`src/rtl/encode_pack_if.sv`:
```
// encode_pack_if: token input, packed-byte output and stall signals of encode_pack.
//
// Handshake rules:
//   tok_valid/tok_ack : the source holds tok_type/tok_lit/tok_off/tok_len stable
//                       while tok_valid is high, until a cycle in which tok_ack
//                       is high; the token is consumed at that cycle's rising edge.
//                       tok_ack is a single-cycle pulse, exactly once per token.
//   out_valid         : single-cycle strobe; out_data is a new byte in every cycle
//                       out_valid is high. A byte is only launched in a cycle with
//                       fo_full low, so out_valid follows a cycle of fo_full = 0.
//   out_done          : level, high while the stream is complete and flushed.
interface encode_pack_if;
    logic        ce;
    logic        tok_valid;
    logic [1:0]  tok_type;
    logic [7:0]  tok_lit;
    logic [10:0] tok_off;
    logic [7:0]  tok_len;
    logic        tok_ack;
    logic        fo_full;
    logic [7:0]  out_data;
    logic        out_valid;
    logic        out_done;
    logic [2:0]  dbg_state;

    modport master (
        output ce, tok_valid, tok_type, tok_lit, tok_off, tok_len, fo_full,
        input  tok_ack, out_data, out_valid, out_done, dbg_state
    );

    modport slave (
        input  ce, tok_valid, tok_type, tok_lit, tok_off, tok_len, fo_full,
        output tok_ack, out_data, out_valid, out_done, dbg_state
    );
endinterface

```
`src/rtl/encode_pack.sv`:
```
// encode_pack: variable-length token encoder packing code bits MSB-first into bytes.
// Bits collect left-justified in a 24-bit accumulator; fields are appended while at
// most 11 bits are held, and a byte is launched whenever 8+ bits are held and the
// output FIFO has room. Append and launch may happen in the same cycle.
module encode_pack (
    input  logic         clk,
    input  logic         rst_n,
    encode_pack_if.slave bus
);
    typedef enum logic [2:0] {
        S_IDLE  = 3'd0,
        S_TOK   = 3'd1,
        S_LEN   = 3'd2,
        S_EXT   = 3'd3,
        S_END   = 3'd4,
        S_FLUSH = 3'd5,
        S_DONE  = 3'd6
    } state_t;

    state_t      r_state;
    state_t      w_state_nx;
    logic [23:0] r_acc;
    logic [4:0]  r_fcnt;
    logic [7:0]  r_rem;
    logic [7:0]  r_out_data;
    logic        r_out_valid;

    logic        w_room;
    logic        w_room_end;
    logic        w_app;
    logic        w_ack;
    logic        w_load_rem;
    logic        w_dec_rem;
    logic [15:0] w_fld;
    logic [4:0]  w_wid;
    logic [4:0]  w_end_sum;
    logic [2:0]  w_pad;
    logic [7:0]  w_len_m2;
    logic [7:0]  w_len_m5;
    logic        w_emit;
    logic [23:0] w_acc_sh;
    logic [4:0]  w_fcnt_sh;
    logic [23:0] w_fld_lj;
    logic [23:0] w_acc_nx;
    logic [4:0]  w_fcnt_nx;

    assign w_room     = (r_fcnt <= 5'd11);
    assign w_room_end = (r_fcnt <= 5'd8);
    // End marker is padded so that held bits plus marker end on a byte boundary.
    assign w_end_sum  = r_fcnt + 5'd9;
    assign w_pad      = 3'd0 - w_end_sum[2:0];
    assign w_len_m2   = bus.tok_len - 8'd2;
    assign w_len_m5   = bus.tok_len - 8'd5;

    // Next-state and field selection; the field is right-justified in w_fld.
    always_comb begin
        w_state_nx = r_state;
        w_app      = 1'b0;
        w_ack      = 1'b0;
        w_load_rem = 1'b0;
        w_dec_rem  = 1'b0;
        w_fld      = 16'd0;
        w_wid      = 5'd0;
        case (r_state)
            S_IDLE: begin
                if (bus.ce) w_state_nx = S_TOK;
            end
            S_TOK: begin
                if (bus.tok_valid && w_room) begin
                    case (bus.tok_type)
                        2'b00: begin
                            w_app = 1'b1;
                            w_ack = 1'b1;
                            w_fld = {7'd0, 1'b0, bus.tok_lit};
                            w_wid = 5'd9;
                        end
                        2'b01: begin
                            w_app      = 1'b1;
                            w_state_nx = S_LEN;
                            if (bus.tok_off < 11'd128) begin
                                w_fld = {7'd0, 2'b11, bus.tok_off[6:0]};
                                w_wid = 5'd9;
                            end else begin
                                w_fld = {3'd0, 2'b10, bus.tok_off};
                                w_wid = 5'd13;
                            end
                        end
                        default: w_state_nx = S_END;
                    endcase
                end
            end
            S_LEN: begin
                if (w_room) begin
                    w_app = 1'b1;
                    if (bus.tok_len <= 8'd4) begin
                        w_fld      = {14'd0, w_len_m2[1:0]};
                        w_wid      = 5'd2;
                        w_ack      = 1'b1;
                        w_state_nx = S_TOK;
                    end else if (bus.tok_len <= 8'd7) begin
                        w_fld      = {12'd0, 2'b11, w_len_m5[1:0]};
                        w_wid      = 5'd4;
                        w_ack      = 1'b1;
                        w_state_nx = S_TOK;
                    end else begin
                        w_fld      = 16'h000F;
                        w_wid      = 5'd4;
                        w_load_rem = 1'b1;
                        w_state_nx = S_EXT;
                    end
                end
            end
            S_EXT: begin
                if (w_room) begin
                    w_app = 1'b1;
                    w_wid = 5'd4;
                    if (r_rem >= 8'd15) begin
                        w_fld     = 16'h000F;
                        w_dec_rem = 1'b1;
                    end else begin
                        w_fld      = {12'd0, r_rem[3:0]};
                        w_ack      = 1'b1;
                        w_state_nx = S_TOK;
                    end
                end
            end
            S_END: begin
                if (w_room_end) begin
                    w_app      = 1'b1;
                    w_ack      = 1'b1;
                    w_fld      = {7'd0, 9'h180} << w_pad;
                    w_wid      = 5'd9 + {2'b00, w_pad};
                    w_state_nx = S_FLUSH;
                end
            end
            S_FLUSH: begin
                if (r_fcnt == 5'd0) w_state_nx = S_DONE;
            end
            S_DONE: begin
                if (!bus.ce) w_state_nx = S_IDLE;
            end
            default: w_state_nx = S_IDLE;
        endcase
    end

    // Accumulator update: launch a byte first, then place the field right after the remaining bits.
    always_comb begin
        w_emit    = (r_fcnt >= 5'd8) && !bus.fo_full;
        w_acc_sh  = w_emit ? {r_acc[15:0], 8'h00} : r_acc;
        w_fcnt_sh = w_emit ? (r_fcnt - 5'd8) : r_fcnt;
        w_fld_lj  = {w_fld, 8'h00} << (5'd16 - w_wid);
        w_acc_nx  = w_app ? (w_acc_sh | (w_fld_lj >> w_fcnt_sh)) : w_acc_sh;
        w_fcnt_nx = w_app ? (w_fcnt_sh + w_wid) : w_fcnt_sh;
    end

    // State register.
    always_ff @(posedge clk or negedge rst_n) begin
        if (!rst_n) r_state <= S_IDLE;
        else        r_state <= w_state_nx;
    end

    // Datapath registers: accumulator, fill count, length remainder, output byte.
    always_ff @(posedge clk or negedge rst_n) begin
        if (!rst_n) begin
            r_acc       <= 24'd0;
            r_fcnt      <= 5'd0;
            r_rem       <= 8'd0;
            r_out_data  <= 8'h00;
            r_out_valid <= 1'b0;
        end else begin
            r_acc       <= w_acc_nx;
            r_fcnt      <= w_fcnt_nx;
            r_out_valid <= w_emit;
            if (w_emit)     r_out_data <= r_acc[23:16];
            if (w_load_rem) r_rem      <= bus.tok_len - 8'd8;
            else if (w_dec_rem) r_rem  <= r_rem - 8'd15;
        end
    end

    assign bus.tok_ack   = w_ack;
    assign bus.out_data  = r_out_data;
    assign bus.out_valid = r_out_valid;
    assign bus.out_done  = (r_state == S_DONE);
    assign bus.dbg_state = r_state;
endmodule

```
`src/flat_wrapper.sv`:
```
// flat-port wrapper written by rule: the top's interface ports become plain ports
module encode_pack_flat 
  (clk, rst_n, bus_ce, bus_tok_valid, bus_tok_type, bus_tok_lit, bus_tok_off, bus_tok_len, bus_fo_full, bus_tok_ack, bus_out_data, bus_out_valid, bus_out_done, bus_dbg_state);
  encode_pack_if bus_i ();
  input  logic clk;
  input  logic rst_n;
  input wire logic [$bits(bus_i.ce)-1:0] bus_ce;
  input wire logic [$bits(bus_i.tok_valid)-1:0] bus_tok_valid;
  input wire logic [$bits(bus_i.tok_type)-1:0] bus_tok_type;
  input wire logic [$bits(bus_i.tok_lit)-1:0] bus_tok_lit;
  input wire logic [$bits(bus_i.tok_off)-1:0] bus_tok_off;
  input wire logic [$bits(bus_i.tok_len)-1:0] bus_tok_len;
  input wire logic [$bits(bus_i.fo_full)-1:0] bus_fo_full;
  output wire logic [$bits(bus_i.tok_ack)-1:0] bus_tok_ack;
  output wire logic [$bits(bus_i.out_data)-1:0] bus_out_data;
  output wire logic [$bits(bus_i.out_valid)-1:0] bus_out_valid;
  output wire logic [$bits(bus_i.out_done)-1:0] bus_out_done;
  output wire logic [$bits(bus_i.dbg_state)-1:0] bus_dbg_state;
  assign bus_i.ce = bus_ce;
  assign bus_i.tok_valid = bus_tok_valid;
  assign bus_i.tok_type = bus_tok_type;
  assign bus_i.tok_lit = bus_tok_lit;
  assign bus_i.tok_off = bus_tok_off;
  assign bus_i.tok_len = bus_tok_len;
  assign bus_i.fo_full = bus_fo_full;
  assign bus_tok_ack = bus_i.tok_ack;
  assign bus_out_data = bus_i.out_data;
  assign bus_out_valid = bus_i.out_valid;
  assign bus_out_done = bus_i.out_done;
  assign bus_dbg_state = bus_i.dbg_state;
  encode_pack u_core (.clk(clk), .rst_n(rst_n), .bus(bus_i));
endmodule
```
`config.mk`:
```
export PLATFORM = sky130hd
export DESIGN_NAME = encode_pack_flat
export DESIGN_NICKNAME = d
export VERILOG_FILES = /design/src/rtl/encode_pack_if.sv /design/src/rtl/encode_pack.sv /design/src/flat_wrapper.sv
export SDC_FILE = /design/constraint.sdc
export NUM_CORES = 1
export LEC_CHECK = 0
export CAP_MARGIN = 10
export CORE_MARGIN = 8
export CORE_UTILIZATION = 40
export DETAILED_ROUTE_END_ITERATION = 16
export GPL_TIMING_DRIVEN = 0
export HOLD_SLACK_MARGIN = 0.02
export MAX_ROUTING_LAYER = met4
export PLACE_DENSITY = 0.7
export SLEW_MARGIN = 25
export SYNTH_ARGS = -nofsm -noshare
export SYNTH_HDL_FRONTEND = slang
export SYNTH_SLANG_ARGS = --single-unit
```
`constraint.sdc`:
```
create_clock -name clk -period 3.9 [get_ports clk]
set_input_delay 0.585 -clock clk [delete_from_list [all_inputs] [get_ports clk]]
set_output_delay 0.585 -clock clk [all_outputs]
set_load 0.005 [all_outputs]
```
Word level (Yosys, flattened, before mapping)
Cells that the tools add are included.
{"block": "word_totals", "elab_cells": 109, "mem_bits_rw": 0, "out_inout_bits": 14, "ff_bits": 49, "latchBits": 0, "inputBits": 34, "mem_bits_ro": 0, "mem_count": 0}
{"block": "op_classes", "shifts": 3, "magnitude_cmp": 7, "n_div": 0, "n_addsub": 10, "n_reduce_logical": 10, "eq_ne": 16, "bitwise": 1, "mux": 56, "n_mul": 0}
{"operator": "16-bit 2-to-1 mux", "n": 5}
{"operator": "16-bit one-hot mux with 4 select lines", "n": 1}
{"operator": "24-bit 2-to-1 mux", "n": 2}
{"operator": "3-bit 2-to-1 mux", "n": 12}
{"operator": "16-bit one-hot mux with 2 select lines", "n": 1}
{"operator": "5-bit 2-to-1 mux", "n": 5}
{"operator": "24-bit bitwise OR", "n": 1}
{"operator": "24-bit by 5-bit left shift with 24-bit output", "n": 1}
{"operator": "24-bit by 5-bit right shift with 24-bit output", "n": 1}
{"operator": "3-bit one-hot mux with 7 select lines", "n": 1}
{"operator": "5-bit one-hot mux with 4 select lines", "n": 1}
{"operator": "1-bit 2-to-1 mux", "n": 18}
{"operator": "8-bit by 3-bit <= comparator with 1-bit output (second input constant)", "n": 2}
{"operator": "8-bit 2-to-1 mux", "n": 2}
{"operator": "9-bit by 3-bit left shift with 16-bit output (first input constant)", "n": 1}
{"operator": "8-bit by 4-bit subtractor with 8-bit output (second input constant)", "n": 2}
{"operator": "13-bit 2-to-1 mux", "n": 1}
{"operator": "11-bit by 8-bit less-than comparator with 1-bit output (second input constant)", "n": 1}
{"operator": "5-bit by 4-bit <= comparator with 1-bit output (second input constant)", "n": 2}
{"operator": "2-bit by 1-bit != test with 1-bit output (second input constant)", "n": 5}
{"operator": "5-bit one-hot mux with 2 select lines", "n": 1}
{"operator": "3-bit == test (second input constant)", "n": 3}
{"operator": "9-bit AND reduction", "n": 1}
{"operator": "8-bit by 4-bit >= comparator with 1-bit output (second input constant)", "n": 1}
{"operator": "25 further kinds", "n": 32}

Longest topological paths before layout
{"block": "logic_depth", "ltp_word": 10, "depth_mapped": 19, "mapped_depth_nobuf": 17}

Least setup slack after synthesis
Ideal clock, no wire load.
{"block": "synth_path", "path_type": "flip-flop to flip-flop", "startpoint": "reg u_core.r_fcnt[1]", "endpoint": "reg u_core.r_acc[9]", "setup_slack_ns": -0.342, "arrival_ns": 4.100, "required_time_ns": 3.758, "setup_time_ns": 0.142, "path_stages_with_launch": 19, "path_cell_list": "dfrtp_1 -> buf_2 -> inv_2 -> clkbuf_1 -> ha_1 -> and4bb_2 -> o21ai_2 -> o22ai_4 -> inv_2 -> ha_1 -> clkinv_1 -> nor4_1 -> o221ai_1 -> mux2i_1 -> a2bb2oi_2 -> nor2_1 -> mux2_2 -> a22oi_2 -> o221ai_1"}
{"block": "synth_via", "elab_chain_len": 10}
{"item": "start: declaration", "line": "encode_pack.sv:23", "rtl": "logic [4:0] r_fcnt;"}
{"item": "start signal: assignment", "line": "encode_pack.sv:172", "rtl": "r_fcnt <= w_fcnt_nx;"}
{"item": "3-bit by 1-bit adder with 3-bit output", "line": "encode_pack.sv:50", "rtl": "assign w_end_sum = r_fcnt + 5'd9;"}
{"item": "1-bit by 3-bit subtractor with 3-bit output", "line": "encode_pack.sv:51", "rtl": "assign w_pad = 3'd0 - w_end_sum[2:0];"}
{"item": "4-bit by 3-bit adder with 5-bit output", "line": "encode_pack.sv:132", "rtl": "w_wid = 5'd9 + {2'b00, w_pad};"}
{"item": "5-bit 2-to-1 mux", "line": "encode_pack.sv:128", "rtl": "if (w_room_end) begin"}
{"item": "5-bit one-hot mux with 4 select lines", "line": "encode_pack.sv:64", "rtl": "case (r_state)"}
{"item": "5-bit subtractor", "line": "encode_pack.sv:151", "rtl": "w_fld_lj = {w_fld, 8'h00} << (5'd16 - w_wid);"}
{"item": "24-bit by 5-bit left shift with 24-bit output", "line": "encode_pack.sv:151"}
{"item": "24-bit by 5-bit right shift with 24-bit output", "line": "encode_pack.sv:152", "rtl": "w_acc_nx = w_app ? (w_acc_sh | (w_fld_lj >> w_fcnt_sh)) : w_acc_sh;"}
{"item": "24-bit bitwise OR", "line": "encode_pack.sv:152"}
{"item": "24-bit 2-to-1 mux (*)", "line": "encode_pack.sv:152"}
{"item": "via u_core.w_acc_nx[9]", "line": "encode_pack.sv:44", "rtl": "logic [23:0] w_acc_nx;"}
{"item": "end signal: assignment", "line": "encode_pack.sv:171", "rtl": "r_acc <= w_acc_nx;"}
{"item": "end: declaration", "line": "encode_pack.sv:22", "rtl": "logic [23:0] r_acc;"}
The timed path passes the listed nets; every way through them passes the cells marked *.
A chain may end at the register's enable or synchronous reset.

Final worst setup path
{"block": "layout_path", "startpoint": "in bus_tok_off[10]", "endpoint": "reg u_core.r_acc[9]"}
{"block": "layout_via", "elab_chain_len": 10}
{"item": "start: declaration", "line": "flat_wrapper.sv:11", "rtl": "input wire logic [$bits(bus_i.tok_off)-1:0] bus_tok_off;"}
{"item": "11-bit by 8-bit less-than comparator with 1-bit output", "line": "encode_pack.sv:80", "rtl": "if (bus.tok_off < 11'd128) begin"}
{"item": "3-bit 2-to-1 mux", "line": "encode_pack.sv:80"}
{"item": "5-bit one-hot mux with 2 select lines", "line": "encode_pack.sv:70", "rtl": "case (bus.tok_type)"}
{"item": "5-bit 2-to-1 mux", "line": "encode_pack.sv:69", "rtl": "if (bus.tok_valid && w_room) begin"}
{"item": "5-bit one-hot mux with 4 select lines", "line": "encode_pack.sv:64"}
{"item": "5-bit subtractor", "line": "encode_pack.sv:151"}
{"item": "24-bit by 5-bit left shift with 24-bit output (*)", "line": "encode_pack.sv:151"}
{"item": "24-bit by 5-bit right shift with 24-bit output (*)", "line": "encode_pack.sv:152"}
{"item": "24-bit bitwise OR (*)", "line": "encode_pack.sv:152"}
{"item": "24-bit 2-to-1 mux (*)", "line": "encode_pack.sv:152"}
{"item": "via u_core.w_acc_nx[9]", "line": "encode_pack.sv:44"}
Marked as above.

==> summary.md <==
The flow ran to the end, but the final reports show violations. The checks that failed: negative setup slack. The number of different library cells used by synthesis comes to 82. Before antenna repair, the detailed router went through 5 iterations. The layer flagged by global routing as most heavily used is met2. The most common flop cell mapped by yosys is sky130_fd_sc_hd__dfrtp_1. The analysis attributes to cell leakage a power of 2.55 nW. The smallest clock period supported by the final layout is computed as 3.92 ns. Sequential elements use 26.1% of the synthesized area. Dividing total power by cell area gives a power density of 762 nW/um^2. Once detailed placement completed, the half-perimeter wirelength came to 11.8 mm.

The first global-routing pass estimated 25.7 mm of wire. For the worst setup path, the data arrival time is 4.06 ns. The clock edge transition at the registers on the reported setup and hold paths is 0.07 ns. Residual antenna-violating net count after detailed routing: 0. The worst path setup slack after routing is -0.0152 ns. The area of the mapped netlist was 4700 um^2.

The floorplan step defined a die boundary enclosing 15500 um^2. The startpoint-to-endpoint class of the critical path is input pin to flip-flop. The total CTS buffers was 5; the net count of the mapped netlist was 644. The tree built by TritonCTS fans out to 49 sinks. Dividing the detail-routed wire length by the instance count gives 19.9 um. After the first detailed-routing iteration, the DRC count stood at 480. Counting flops with an async set or reset pin after synthesis yields a share of 100%. The final weighted congestion in routability-driven placement was 0.999. Summed over its instances, the top area cell type makes up 26.1% of the synthesized netlist area.

Each instance of the synthesized netlist takes up on average 7.88 um^2. Max-cap violations in this run came to 0. For the number of ports placed on the die boundary, the log shows 48.

During synthesis, Yosys emitted a total of 0 warnings. In the routed layout, each cell is associated on average with a via count of 6.23. The post-route clock period utilization was 100%; the count of port buffers added during placement was 47.

The max-slew violation count was 0. The final layout contains routed wiring with a total length of 16.5 mm. Measured against its own limit, the worst slew margin works out to 49.7%. For the number of antenna violations at the first check in global routing, the log shows 0. The number of antenna repair diodes is 0. The transition time at the pin with the least slew margin is 0.744 ns, and the flop and latch count out of synthesis is 49. TritonCTS built the clock tree.

Synthesis produced 596 cells. Cell with the largest stage delay on the worst path: sky130_fd_sc_hd__or4_1. Of all cell types, the one taking the most synthesized area is sky130_fd_sc_hd__dfrtp_1. The total of hold buffers inserted after clock tree synthesis was 0; the horizontal extent of the die was 124 um. For this run the aggregate overflow at the end of global routing stands at 0.

The row count was 39. Along the worst path, the maximum fanout reaches 6. The cell sitting at the root of the clock tree is a sky130_fd_sc_hd__clkbuf_16. Setup repair after global routing could not meet its margin everywhere.

The met3 track utilization from global routing is 4.00%. For this run, the total global-route usage over all layers was measured as 20.2%. Derived from the worst setup path, the maximum achievable clock frequency is 255 MHz.

For this run, the share of the core covered by cells in the final layout is 57.5%. Traced cell by cell, the critical path runs through clkdlybuf4s50_1, or4_1, a31oi_4, o221ai_4, buf_4, buf_4, a21oi_1, a31oi_2, a221oi_2, nor2_1, nor3_1, nor2_1, a22oi_2, o221ai_1. The worst setup timing slack at the placement stage was -1.08 ns.

Ranked by total cell area, the synthesized netlist is headed by sky130_fd_sc_hd__dfrtp_1 (26%), sky130_fd_sc_hd__nand2_1 (6.6%), sky130_fd_sc_hd__nor2_1 (5.7%). The initial utilization of the core area, before any placement, comes to 41.1%. The logs give 4881 for the via count of the first global-routing pass and 31.0% for the routing usage on met2. Excluding fillers, the count of instances in the completed layout stands at 831. The tools report the maximum number of pins on one net before global-route repair as 50. Largest vdd supply drop: 0.651 mV. Among all cell types in the netlist, the one instantiated most often is sky130_fd_sc_hd__nand2_1. The run gives 1 as the final number of setup-violating endpoints.

The largest single stage delay on the critical path is 0.61 ns. Vertical die dimension: 124 um. The critical path launch point type is an input pin. The tools report the remaining design rule violation count as 0.

Compared with the post-synthesis result, the final layout area differs by 39.7%. The area of the placeable core came out at 11400 um^2. In the global route stage, met1 resource usage came out at 26.2%. Counting flops with a built-in enable in the synthesized netlist gives 0.

The commonest cells after synthesis are sky130_fd_sc_hd__nand2_1 (83), sky130_fd_sc_hd__nor2_1 (71), sky130_fd_sc_hd__dfrtp_1 (49), sky130_fd_sc_hd__a21oi_1 (33), sky130_fd_sc_hd__o21ai_0 (27). In this run, placement finished with an instance count of 786. Cells with a size suffix above 1 make up 26.0% of the layout. Data on the critical path is required at its endpoint by 4.04 ns. The via count is 5176, and the maximum clock skew at final layout is 0.00644 ns. The tools report the count of final hold-check violations as 0. The path class of the tightest hold or removal check is input pin to async pin.

CTS built an H-tree with a depth of 2. The clock tree buffer depth was 2. STA classifies the critical path endpoint as a flip-flop. For the worst-skew pair, the clock arrives at the later sink with an insertion delay of 0.29 ns.

The number of nets in the layout is 735.
==> repair_timing <==
action                                  in CTS  in global routing
resized for setup                           65                 80
setup buffers                               20                 18
gates cloned                                 0                  1
pin swaps                                   14                 31
endpoints found under the setup margin      24                 23
==> layout make-up <==
| type | instances | area, um^2 |
|---|---|---|
| Buffer | 29 | 189 |
| Clock buffer | 5 | 125 |
| Clock inverter | 3 | 68.8 |
| Fill cell | 991 | 4860 |
| Inverter | 20 | 111 |
| Multi-Input combinational cell | 496 | 3880 |
| Sequential cell | 49 | 1230 |
| Tap cell | 143 | 179 |
| Timing Repair Buffer | 86 | 783 |
==> state kept, by name (all words and copies together) (netlist names) <==
register,flops
u_core.r_fcnt,5
u_core.r_acc,24
u_core.bus.out_valid,1
u_core.bus.dbg_state,3
u_core.r_rem,8
u_core.bus.out_data,8
==> layout by cell type, fill, tap and decap left out, types with 6 or more instances in the layout <==
cell / instances
sky130_fd_sc_hd__o221ai_1: 9
sky130_fd_sc_hd__xnor2_1: 11
sky130_fd_sc_hd__xor2_1: 7
sky130_fd_sc_hd__dfrtp_1: 46
sky130_fd_sc_hd__ha_1: 11
sky130_fd_sc_hd__buf_4: 41
sky130_fd_sc_hd__and3_1: 6
sky130_fd_sc_hd__nor2_1: 69
sky130_fd_sc_hd__o21ai_1: 13
sky130_fd_sc_hd__o21ai_2: 6
sky130_fd_sc_hd__a22oi_1: 6
sky130_fd_sc_hd__o22ai_1: 9
sky130_fd_sc_hd__nand3_1: 15
sky130_fd_sc_hd__nor3_1: 13
sky130_fd_sc_hd__clkbuf_1: 16
sky130_fd_sc_hd__or3_1: 6
sky130_fd_sc_hd__clkbuf_16: 7
sky130_fd_sc_hd__a21oi_1: 30
sky130_fd_sc_hd__mux2i_1: 15
sky130_fd_sc_hd__mux2_2: 8
sky130_fd_sc_hd__inv_1: 11
sky130_fd_sc_hd__o21ai_0: 20
sky130_fd_sc_hd__clkdlybuf4s50_1: 44
sky130_fd_sc_hd__nand2_1: 81
sky130_fd_sc_hd__and2_1: 6
sky130_fd_sc_hd__o211ai_1: 10
==> metal layers <==
metal	share of wire, %	wire (um)
met1	43	7140
met2	47	7720
met3	7.4	1220
met4	2.5	412
met5	0	0
==> cells by family (layout without fill, tap and decap cells) <==
group / after synthesis / count (layout) / synth area share (%)
muxes: 33 / 33 / 8.44
AOI/OAI and AO/OA: 183 / 183 / 28.1
DFF: 49 / 49 / 26.1
buffers and inverters: 51 / 143 / 4.42
and+or+nand+nor: 246 / 246 / 25.0
adders and majority gates: 14 / 14 / 3.89
xor gates and xnor gates: 20 / 20 / 4.05
==> report_power, final <==
part | internal (mW) | switching, mW
sequential | 0.730 | 0.195
clock | 0.370 | 0.195
combinational | 1.47 | 2.04
total | 2.57 | 2.43
==> worst max-delay path, delay by kind of cell <==
kind / cells / cell delay (ns)
compound gates: 7 / 1.53
simple gates: 4 / 1.07
buf+inv: 3 / 0.86
==> path summary, 6_finish.rpt <==
path                             startpoint                endpoint  slack, ns  cells past startpoint
max                         bus_tok_off[10]         u_core.r_acc[9]      -0.02                     14
min                                   rst_n         u_core.r_rem[5]       0.31                      1
max reg2reg                u_core.r_fcnt[0]         u_core.r_acc[9]      -0.01                     15
min reg2reg                u_core.r_acc[21]  u_core.bus.out_data[5]       0.47                      2
max in group asynchronous             rst_n        u_core.r_fcnt[2]       3.14                      1
min in group clk           u_core.r_acc[21]  u_core.bus.out_data[5]       0.47                      2
==> per-stage QoR <==
| step | instance area (um^2) | power (mW) | hold WS, ns | TNS [ns] |
|---|---|---|---|---|
| 6_report | 6560 | 5.00 | 0.311 | -0.0152 |
| 3_3_place_gp | 5390 | 3.48 | 0.451 | -21.27 |
| 5_1_grt | 6560 | 5.29 | 0.367 | -1.21 |
| 4_1_cts | 6010 | 4.43 | 0.333 | 0 |
| 2_1_floorplan | 4740 | 2.76 | 0.289 | 0 |
| 3_5_place_dp | 5390 | 3.52 | 0.459 | -20.72 |
Note: power is estimated with default switching activity, not from simulation.
